File: src/rtl/axi_protocol_monitor.sv
// rtl/axi_protocol_monitor.sv - passive AXI link monitor with sticky protocol error flags
// Tracks write/read bursts in small {id,len} FIFOs; checks stability, xLAST, response order/ID, overflow.
module axi_protocol_monitor #(
  parameter int AWIDTH          = 32,
  parameter int IDWIDTH         = 4,
  parameter int LENWIDTH        = 8,
  parameter int MAX_OUTSTANDING = 4,
  parameter int CW              = $clog2(MAX_OUTSTANDING + 1)
) (
  input  logic                i_aclk,
  input  logic                i_rst,
  input  logic                i_clear,
  input  logic                i_awvalid,
  input  logic                i_awready,
  input  logic [IDWIDTH-1:0]  i_awid,
  input  logic [AWIDTH-1:0]   i_awaddr,
  input  logic [LENWIDTH-1:0] i_awlen,
  input  logic [1:0]          i_awburst,
  input  logic                i_wvalid,
  input  logic                i_wready,
  input  logic                i_wlast,
  input  logic                i_bvalid,
  input  logic                i_bready,
  input  logic [IDWIDTH-1:0]  i_bid,
  input  logic                i_arvalid,
  input  logic                i_arready,
  input  logic [IDWIDTH-1:0]  i_arid,
  input  logic [AWIDTH-1:0]   i_araddr,
  input  logic [LENWIDTH-1:0] i_arlen,
  input  logic [1:0]          i_arburst,
  input  logic                i_rvalid,
  input  logic                i_rready,
  input  logic                i_rlast,
  input  logic [IDWIDTH-1:0]  i_rid,
  output logic [14:0]         o_err,
  output logic                o_err_any,
  output logic [CW-1:0]       o_wr_outstanding,
  output logic [CW-1:0]       o_rd_outstanding
);
  localparam int PW   = (MAX_OUTSTANDING > 1) ? $clog2(MAX_OUTSTANDING) : 1;
  localparam int EW   = IDWIDTH + LENWIDTH;
  localparam int AXW  = IDWIDTH + AWIDTH + LENWIDTH + 2;
  localparam int SW   = 2 * IDWIDTH + 2;
  localparam int BW   = LENWIDTH + 1;
  localparam logic [CW-1:0] CNT_ONE  = CW'(1);
  localparam logic [CW-1:0] CNT_MAX  = CW'(MAX_OUTSTANDING);
  localparam logic [PW-1:0] PTR_ONE  = PW'(1);
  localparam logic [PW-1:0] PTR_LAST = PW'(MAX_OUTSTANDING - 1);
  localparam logic [BW-1:0] BEAT_ONE = BW'(1);

  function automatic logic [PW-1:0] ptr_inc(input logic [PW-1:0] p);
    ptr_inc = (p == PTR_LAST) ? '0 : p + PTR_ONE;
  endfunction

  logic aw_xfer, w_xfer, b_xfer, ar_xfer, r_xfer;
  logic [AXW-1:0] aw_pay, ar_pay, aw_pay_q, aw_pay_d, ar_pay_q, ar_pay_d;
  logic [SW-1:0]  sm_pay, sm_pay_q, sm_pay_d;
  logic [4:0]     vld, rdy, vld_q, vld_d, rdy_q, rdy_d, chg, unstable;

  logic [EW-1:0] wr_mem_q [MAX_OUTSTANDING];
  logic [EW-1:0] wr_mem_d [MAX_OUTSTANDING];
  logic [EW-1:0] rd_mem_q [MAX_OUTSTANDING];
  logic [EW-1:0] rd_mem_d [MAX_OUTSTANDING];
  logic [PW-1:0] wptr_q, wptr_d, wptr_w_q, wptr_w_d, bptr_q, bptr_d;
  logic [PW-1:0] rwptr_q, rwptr_d, rptr_q, rptr_d;
  logic [CW-1:0] wr_cnt_q, wr_cnt_d, wdone_q, wdone_d, rd_cnt_q, rd_cnt_d;
  logic [BW-1:0] wbeat_q, wbeat_d, rbeat_q, rbeat_d;
  logic [14:0]   err_q, err_d, err_set;

  logic          wr_full, w_have, b_pop, aw_push, w_beat, w_exp_last, w_done;
  logic          rd_full, r_have, r_beat, r_exp_last, r_done, ar_push;
  logic [EW-1:0] w_entry, r_entry, b_entry;

  assign aw_xfer = i_awvalid & i_awready;
  assign w_xfer  = i_wvalid & i_wready;
  assign b_xfer  = i_bvalid & i_bready;
  assign ar_xfer = i_arvalid & i_arready;
  assign r_xfer  = i_rvalid & i_rready;

  // Channel order AW, W, AR, B, R matches error indices 0..4.
  assign aw_pay = {i_awid, i_awaddr, i_awlen, i_awburst};
  assign ar_pay = {i_arid, i_araddr, i_arlen, i_arburst};
  assign sm_pay = {i_rid, i_rlast, i_bid, i_wlast};
  assign vld    = {i_rvalid, i_bvalid, i_arvalid, i_wvalid, i_awvalid};
  assign rdy    = {i_rready, i_bready, i_arready, i_wready, i_awready};
  assign chg    = {sm_pay[SW-1:IDWIDTH+1] != sm_pay_q[SW-1:IDWIDTH+1],
                   sm_pay[IDWIDTH:1] != sm_pay_q[IDWIDTH:1],
                   ar_pay != ar_pay_q,
                   sm_pay[0] != sm_pay_q[0],
                   aw_pay != aw_pay_q};
  assign unstable = vld_q & ~rdy_q & (~vld | chg);

  // Write side: entries between bptr and wptr_w already finished their W beats (wdone of them).
  assign wr_full    = (wr_cnt_q == CNT_MAX);
  assign w_have     = (wr_cnt_q != wdone_q);
  assign b_pop      = b_xfer & (wdone_q != '0);
  assign aw_push    = aw_xfer & (~wr_full | b_pop);
  assign w_entry    = w_have ? wr_mem_q[wptr_w_q] : {i_awid, i_awlen};
  assign w_beat     = w_xfer & (w_have | aw_push);
  assign w_exp_last = (wbeat_q == {1'b0, w_entry[LENWIDTH-1:0]});
  assign w_done     = w_beat & (i_wlast | w_exp_last);
  assign b_entry    = wr_mem_q[bptr_q];

  // Read side: r_done never depends on ar_push, so the full-with-pop case has no loop.
  assign rd_full    = (rd_cnt_q == CNT_MAX);
  assign r_have     = (rd_cnt_q != '0);
  assign r_entry    = r_have ? rd_mem_q[rptr_q] : {i_arid, i_arlen};
  assign r_beat     = r_xfer & (r_have | ar_xfer);
  assign r_exp_last = (rbeat_q == {1'b0, r_entry[LENWIDTH-1:0]});
  assign r_done     = r_beat & (i_rlast | r_exp_last);
  assign ar_push    = ar_xfer & (~rd_full | r_done);

  always_comb begin
    err_set       = '0;
    err_set[4:0]  = unstable;
    err_set[5]    = w_beat & (i_wlast != w_exp_last);
    err_set[6]    = w_xfer & ~w_beat;
    err_set[7]    = b_xfer & (wdone_q == '0);
    err_set[8]    = b_pop & (i_bid != b_entry[EW-1:LENWIDTH]);
    err_set[9]    = r_beat & (i_rlast != r_exp_last);
    err_set[10]   = r_xfer & ~r_beat;
    err_set[11]   = r_beat & (i_rid != r_entry[EW-1:LENWIDTH]);
    err_set[12]   = aw_xfer & ~aw_push;
    err_set[13]   = ar_xfer & ~ar_push;
    err_set[14]   = (i_awvalid & (i_awburst == 2'b11)) | (i_arvalid & (i_arburst == 2'b11));
  end

  always_comb begin
    aw_pay_d = aw_pay;
    ar_pay_d = ar_pay;
    sm_pay_d = sm_pay;
    vld_d    = vld;
    rdy_d    = rdy;
    wr_mem_d = wr_mem_q;
    rd_mem_d = rd_mem_q;
    wptr_d   = wptr_q;
    wptr_w_d = wptr_w_q;
    bptr_d   = bptr_q;
    rwptr_d  = rwptr_q;
    rptr_d   = rptr_q;
    wr_cnt_d = wr_cnt_q;
    wdone_d  = wdone_q;
    rd_cnt_d = rd_cnt_q;
    wbeat_d  = wbeat_q;
    rbeat_d  = rbeat_q;
    err_d    = i_clear ? '0 : (err_q | err_set);

    if (aw_push) begin
      wr_mem_d[wptr_q] = {i_awid, i_awlen};
      wptr_d           = ptr_inc(wptr_q);
    end
    if (w_done) begin
      wptr_w_d = ptr_inc(wptr_w_q);
      wbeat_d  = '0;
    end else if (w_beat) begin
      wbeat_d = wbeat_q + BEAT_ONE;
    end
    if (b_pop) bptr_d = ptr_inc(bptr_q);
    if (aw_push && !b_pop) wr_cnt_d = wr_cnt_q + CNT_ONE;
    else if (!aw_push && b_pop) wr_cnt_d = wr_cnt_q - CNT_ONE;
    if (w_done && !b_pop) wdone_d = wdone_q + CNT_ONE;
    else if (!w_done && b_pop) wdone_d = wdone_q - CNT_ONE;

    if (ar_push) begin
      rd_mem_d[rwptr_q] = {i_arid, i_arlen};
      rwptr_d           = ptr_inc(rwptr_q);
    end
    if (r_done) begin
      rptr_d  = ptr_inc(rptr_q);
      rbeat_d = '0;
    end else if (r_beat) begin
      rbeat_d = rbeat_q + BEAT_ONE;
    end
    if (ar_push && !r_done) rd_cnt_d = rd_cnt_q + CNT_ONE;
    else if (!ar_push && r_done) rd_cnt_d = rd_cnt_q - CNT_ONE;
  end

  always_ff @(posedge i_aclk) begin
    if (i_rst) begin
      aw_pay_q <= '0;
      ar_pay_q <= '0;
      sm_pay_q <= '0;
      vld_q    <= '0;
      rdy_q    <= '0;
      wr_mem_q <= '{default: '0};
      rd_mem_q <= '{default: '0};
      wptr_q   <= '0;
      wptr_w_q <= '0;
      bptr_q   <= '0;
      rwptr_q  <= '0;
      rptr_q   <= '0;
      wr_cnt_q <= '0;
      wdone_q  <= '0;
      rd_cnt_q <= '0;
      wbeat_q  <= '0;
      rbeat_q  <= '0;
      err_q    <= '0;
    end else begin
      aw_pay_q <= aw_pay_d;
      ar_pay_q <= ar_pay_d;
      sm_pay_q <= sm_pay_d;
      vld_q    <= vld_d;
      rdy_q    <= rdy_d;
      wr_mem_q <= wr_mem_d;
      rd_mem_q <= rd_mem_d;
      wptr_q   <= wptr_d;
      wptr_w_q <= wptr_w_d;
      bptr_q   <= bptr_d;
      rwptr_q  <= rwptr_d;
      rptr_q   <= rptr_d;
      wr_cnt_q <= wr_cnt_d;
      wdone_q  <= wdone_d;
      rd_cnt_q <= rd_cnt_d;
      wbeat_q  <= wbeat_d;
      rbeat_q  <= rbeat_d;
      err_q    <= err_d;
    end
  end

  assign o_err            = err_q;
  assign o_err_any        = |err_q;
  assign o_wr_outstanding = wr_cnt_q;
  assign o_rd_outstanding = rd_cnt_q;

endmodule

File: config.mk
export PLATFORM = sky130hd
export DESIGN_NAME = axi_protocol_monitor
export DESIGN_NICKNAME = d
export VERILOG_FILES = /design/src/rtl/axi_protocol_monitor.sv
export SDC_FILE = /design/constraint.sdc
export NUM_CORES = 1
export LEC_CHECK = 0
export CAP_MARGIN = 20
export CELL_PAD_IN_SITES_DETAIL_PLACEMENT = 2
export CELL_PAD_IN_SITES_GLOBAL_PLACEMENT = 2
export CORE_MARGIN = 2
export CORE_UTILIZATION = 35
export DETAILED_ROUTE_END_ITERATION = 6
export PLACE_DENSITY_LB_ADDON = 0.1
export SKIP_CTS_REPAIR_TIMING = 1
export SYNTH_ARGS = -nofsm -noshare
export SYNTH_HDL_FRONTEND = slang
export SYNTH_SLANG_ARGS = --single-unit
File: constraint.sdc
create_clock -name i_aclk -period 5.7 [get_ports i_aclk]
set_input_delay 0.855 -clock i_aclk [delete_from_list [all_inputs] [get_ports i_aclk]]
set_output_delay 0.855 -clock i_aclk [all_outputs]
set_load 0.02 [all_outputs]
==> flow_metrics.env, run 1 <==
export IMPL_holdPathStages=2
export IMPL_die_h_um=181
export IMPL_end_kind="flop"
export IMPL_root_buffer="clkbuf_16"
export IMPL_die_width_um=181
export IMPL_synthArstFlopShare_pct=0
export IMPL_grt_pass1_vias=9718
export IMPL_n_fill_cell=3251
export IMPL_grt_overflow_total=0
export IMPL_wire_per_inst_um=20.7
export IMPL_coreArea_um2=30700
export IMPL_dp_hpwl_um=24100
export IMPL_synth_top_cell_by_area="dfxtp_1"
export IMPL_leakage_nw=5.24
export IMPL_syn_nets=1296
export IMPL_grt_pass1_wl_um=55200
export IMPL_seq_area_frac_synth_pct=47.3
export IMPL_syn_avg_cell_area_um2=9.49
export IMPL_areaGrowthSynthToFinish_pct=24.8
export IMPL_clock_latency_ns=0.56
export IMPL_io_pins=137
export IMPL_firstDrtPassIters=4
export IMPL_yosysUniqueCellTypes=51
export IMPL_die_area_um2=32900
export IMPL_r2r_start="wdone_q[0]"
export IMPL_drtIter0Drc=355
export IMPL_yosys_most_used_dff="dfxtp_1"
export IMPL_cap_violations=0
export IMPL_path_max_fanout=11
export IMPL_finalWeightedCongestion=0.765
export IMPL_routed_wl_um=35000
export IMPL_viasPerCell=5.22
export IMPL_netlist_area_um2=11000
export IMPL_skew_ns=0.00996
export IMPL_whs_endpoint="wr_mem_q[21]"
export IMPL_remaining_drc_errors=0
export IMPL_netlist_top_cells_area="dfxtp_1, xor2_1, nor2b_1"
export IMPL_period_share_pct=75.4
export IMPL_grt_usage_pct=21.3
export IMPL_synthDominantCellAreaShare_pct=47.3
export IMPL_hold_viol=0
export IMPL_required_ns=6.18
export IMPL_reg2reg_setup_slack_ns=1.40
export IMPL_period_needed_ns=4.30
export IMPL_cts_sinks=260
export IMPL_rsz0062_at_grt="false"
export IMPL_timing_rr_end="wdone_q[2]"
export IMPL_instances_no_fill=1691
export IMPL_synth_warnings=0
export IMPL_status="finished, final reports clean"
export IMPL_ant_nets=0
export IMPL_synth_edf_count=0
export IMPL_start_util_pct=35.8
export IMPL_diodes=0
export IMPL_worst_setup_path_start_kind="flop"
export IMPL_layout_drive_gt1_share_pct=7.72
export IMPL_dpl_cell_area_um2=12700
export IMPL_hp_class="flop to flop"
export IMPL_vias=8820
export IMPL_timing_fmax_mhz=233
export IMPL_grt_antenna_before_repair=1
export IMPL_clockBufferDepth=3
export IMPL_htree_levels=1
export IMPL_path_clk_slew_ns=0.05
export IMPL_ys_seq_elements=260
export IMPL_cts_tree="done"
export IMPL_synthMostInstantiatedCell="dfxtp_1"
export IMPL_power_density_nw_per_um2=373
export IMPL_r2r_worst_path_cells=14
export IMPL_drv_slew=0
export IMPL_worstHoldStart="wr_mem_q[21]"
export IMPL_cp_arrival_ns=4.77
export IMPL_final_nets=1409
export IMPL_numPortBuffers=136
export IMPL_crit_type="flop to flop"
export IMPL_slew_headroom_pct=26.9
export IMPL_synth_common_cells="dfxtp_1, xor2_1, nand2_1"
export IMPL_numCtsBuffers=30
export IMPL_placementRows=64
export IMPL_setup_violations=0
export IMPL_syn_inst=1160
export IMPL_dp_cells=1637
export IMPL_peakVddDrop_mv=0.220
export IMPL_final_setup_tns_ns=0
export IMPL_max_slew_worst_pin_slew_ns=1.09
export IMPL_fin_area_um2=13700
export IMPL_grt_max_degree=89
placed cells by master, fill, tap and decap left out, types with 3 or more instances in the layout:
cell	synthesis	layout
xnor2_1	16	16
a21oi_1	100	100
o22a_1	12	12
bufinv_16	0	4
ha_1	18	18
dfxtp_1	260	260
clkbuf_1	50	3
nand4_1	13	13
nor2_1	66	66
or3_1	6	6
buf_4	2	10
nand2_1	104	104
nor3_1	13	12
a31oi_1	6	6
fa_1	3	3
nor2_2	8	8
clkbuf_8	0	8
nor4_1	24	24
o22ai_1	7	7
a22o_1	3	3
clkdlybuf4s50_1	0	135
nand3_1	95	95
nor2b_1	97	97
clkinv_2	0	5
nand2b_1	3	3
clkbuf_16	0	31
and3_1	3	3
xor2_1	116	116
inv_1	35	35
mux2i_1	26	26
mux4_2	24	24
o21ai_0	7	7
and2_1	7	7
clkinvlp_4	0	3
sequential cells by signal (all words and copies together), names as in the netlist:
register and cells:
wptr_w_q 2, rdy_q 5, ar_pay_q 46, wr_mem_q 48, rbeat_q 9, o_wr_outstanding 3, bptr_q 2, vld_q 5
wptr_q 2, rd_mem_q 48, rwptr_q 2, sm_pay_q 10, aw_pay_q 46, o_err 15, o_rd_outstanding 3, wbeat_q 9
rptr_q 2, wdone_q 3
cell type report:
| cell class | count | area, µm² | share of cell area, % |
|---|---|---|---|
| clock buffers | 42 | 897 | 6.53 |
| clock inverters | 12 | 168 | 1.22 |
| inverters | 35 | 131 | 0.956 |
| multi-input cells | 800 | 5410 | 39.4 |
| flip-flops and latches | 260 | 5200 | 37.9 |
| well taps | 396 | 495 | 3.60 |
| repair buffers | 146 | 1440 | 10.5 |
per-layer routing:
metal  track usage [%]  up-vias  part of all wire (%)
met5                 0        -                     0
met4              4.62        0                   1.6
met3              3.09       42                   4.1
met2              34.0      169                    44
met1              30.5     4437                    50
li1                  -     4172                     -
power by group:
| part | total (mW) | internal, mW | switching [mW] |
|---|---|---|---|
| clock | 2.06 | 1.27 | 0.789 |
| sequential | 2.04 | 1.92 | 0.123 |
| combinational | 1.03 | 0.458 | 0.573 |
| total | 5.13 | 3.65 | 1.48 |
worst max-delay path: stages (launching register included):
cell,delay [ns]
dfxtp_1,0.51
xnor2_1,0.17
nand3_1,0.57
mux2i_1,0.41
xor2_1,0.22
nand4_1,0.13
or4_1,0.53
ha_1,0.23
nor2b_4,0.17
ha_1,0.21
inv_1,0.06
fa_1,0.37
xor2_1,0.18
or3_1,0.31
a21oi_1,0.14
kinds of logic after synthesis:
logic type,synth area share (%)
xor+xnor,10.5
fa+ha+maj,2.59
mux,7.27
simple gates,20.2
flops,47.3
compound gates,8.50
buf+inv,3.64
through the flow:
stage / power (mW) / worst slack (ns) / util (%) / hold slack, ns
6_report: 5.13 / 1.40 / 44.7 / 0.455
2_1_floorplan: 2.73 / 1.53 / - / 0.433
3_3_place_gp: 3.09 / 1.42 / 41.2 / 0.439
3_5_place_dp: 3.11 / 1.29 / 41.2 / 0.448
4_1_cts: 5.20 / 1.38 / 44.7 / 0.457
5_1_grt: 5.39 / 1.11 / 44.7 / 0.485
worst max-delay path by stage:
stage,to,slack (ns),depth (start not counted),startpoint
after CTS,wdone_q[2],1.38,14,wdone_q[0]
after detailed placement,o_rd_outstanding[2],1.29,15,i_arlen[0]
after global placement,o_rd_outstanding[2],1.42,15,i_arlen[0]
final,wdone_q[2],1.40,14,wdone_q[0]
after global routing,wdone_q[2],1.11,14,wdone_q[0]
after floorplan,o_rd_outstanding[2],1.53,18,o_rd_outstanding[0]
(Power assumes the default switching activity.)
==> inputs of run 2 (changes only) <==
Settings changed: CORE_UTILIZATION 35 to 31.
Clock period 5.7 ns to 3.7 ns, I/O delays scaled along.
==> flow_metrics.env, run 2 (synthesis results as in run 1) <==
export IMPL_r2r_start="wptr_w_q[0]"
export IMPL_grt_max_degree=94
export IMPL_firstDrtPassIters=4
export IMPL_cpMostUsedCell="ha_4"
export IMPL_finalWeightedCongestion=0.771
export IMPL_setup_violations=0
export IMPL_path_max_fanout=8
export IMPL_die_width_um=192
export IMPL_grt_pass1_vias=9848
export IMPL_largestRegisters="rd_mem_q x48, wr_mem_q x48"
export IMPL_finish_utilization_pct=40.7
export IMPL_wire_per_inst_um=20.2
export IMPL_crit_family="simple AND/OR/NAND/NOR gates"
export IMPL_remaining_drc_errors=0
export IMPL_grt_antenna_before_repair=2
export IMPL_crit_chain="buf_12 -> buf_4 -> mux4_2 -> mux2i_1 -> xor2_1 -> nand4_1 -> or4_4 -> ha_4 -> nor2b_4 -> ha_4 -> inv_2 -> fa_2 -> xor2_2 -> or3_4 -> a21oi_2"
export IMPL_critPathMaxStageDelay_ns=0.48
export IMPL_cp_arrival_ns=4.18
export IMPL_rsz0062_at_grt="true"
export IMPL_clock_latency_ns=0.56
export IMPL_cp_slowest_cell="mux4_2"
export IMPL_p_sw_mw=2.38
export IMPL_cts_sinks=260
export IMPL_path_clk_slew_ns=0.06
export IMPL_timing_fmax_mhz=271
export IMPL_leakage_nw=5.54
export IMPL_final_cell_mix="dfxtp_1, clkdlybuf4s50_1, xor2_1"
export IMPL_hp_class="flop to flop"
export IMPL_ant_nets=0
export IMPL_max_slew_worst_pin_slew_ns=0.898
export IMPL_htree_levels=1
export IMPL_cp_startpoint="wptr_w_q[0]"
export IMPL_routed_wl_um=36800
export IMPL_drv_slew=0
export IMPL_period_needed_ns=3.69
export IMPL_io_pins=137
export IMPL_power_frac_seq_pct=38.1
export IMPL_cap_violations=0
export IMPL_layout_commonest_cell="dfxtp_1"
export IMPL_drtIter0Drc=324
export IMPL_p_int_mw=5.69
export IMPL_grt_usage_pct=19.8
export IMPL_peakVddDrop_mv=0.355
export IMPL_worstHoldStart="rd_mem_q[37]"
export IMPL_worst_setup_path_start_kind="flop"
export IMPL_p_comb_share_pct=25.0
export IMPL_grt_overflow_total=0
export IMPL_pwr_share_clk_pct=36.9
export IMPL_die_h_um=192
export IMPL_whs_ns=0.455
export IMPL_clockBufferDepth=3
export IMPL_skew_ns=0.00874
export IMPL_required_ns=4.19
export IMPL_vias=9068
export IMPL_power_density_nw_per_um2=561
export IMPL_worst_path_buf_inv=3
export IMPL_die_area_um2=37000
export IMPL_instances_no_fill=1823
export IMPL_slew_headroom_pct=39.9
export IMPL_status="finished, final reports clean"
export IMPL_root_buffer="clkbuf_16"
export IMPL_areaGrowthSynthToFinish_pct=30.6
export IMPL_total_power_mw=8.07
export IMPL_n_fill_cell=3796
export IMPL_end_kind="flop"
export IMPL_start_util_pct=31.2
export IMPL_viasPerCell=4.97
export IMPL_crit_type="flop to flop"
export IMPL_layout_drive_gt1_share_pct=13.2
export IMPL_placementRows=69
export IMPL_dp_hpwl_um=26000
export IMPL_numCtsBuffers=31
export IMPL_grt_pass1_wl_um=56600
export IMPL_coreArea_um2=35300
export IMPL_final_nets=1474
export IMPL_dp_cells=1761
export IMPL_hold_viol=0
export IMPL_numPortBuffers=136
export IMPL_cts_tree="done"
export IMPL_p_sw_share_pct=29.5
export IMPL_period_share_pct=99.9
==> run 2: worst min-delay path: stages, from the launching register on <==
cell and delay, ns:
dfxtp_1 0.30, nand2_1 0.05, a21oi_1 0.05
==> run 2: through the flow <==
stage | setup slack (ns) | instance area (µm²) | TNS (ns)
4_1_cts | -0.228 | 14200 | -0.436
5_1_grt | -0.203 | 14400 | -0.338
3_5_place_dp | -0.251 | 13200 | -0.428
2_1_floorplan | 0.0109 | 11000 | 0
6_report | 0.00517 | 14400 | 0
3_3_place_gp | -0.141 | 13200 | -0.244
==> run 2: layout make-up <==
class / count / area [µm²] / share of cell area, %
multi-input cells: 800 / 5510 / 38.3
diodes: 2 / 5.00 / 0.0348
clock buffers: 46 / 912 / 6.34
well taps: 461 / 577 / 4.01
flip-flops and latches: 260 / 5210 / 36.2
repair buffers: 210 / 1960 / 13.7
clock inverters: 9 / 73.8 / 0.513
inverters: 35 / 131 / 0.914
==> run 2: power by group through the flow <==
stage / registers [mW] / clock network (mW) / logic (mW)
after floorplan: 3.17 / 0 / 1.05
after global placement: 3.13 / 0 / 1.85
after detailed placement: 3.14 / 0 / 1.90
after CTS: 3.08 / 3.07 / 1.92
after global routing: 3.10 / 3.20 / 2.20
final: 3.08 / 2.98 / 2.02
==> run 2: worst paths after layout <==
path / cells after the start / end / slack, ns
hold reg to reg: 2 / rd_mem_q[37] / 0.46
setup / recovery: 15 / wdone_q[2] / 0.005
setup reg to reg: 15 / wdone_q[2] / 0.005
hold / removal: 2 / rd_mem_q[37] / 0.46
==> run 2: layer usage <==
metal,wire [µm],part of all wire (%),global-route usage (%)
met5,0,0,0
met4,669,1.8,4.14
met3,1690,4.6,2.80
met2,16800,46,32.4
met1,17600,48,27.8
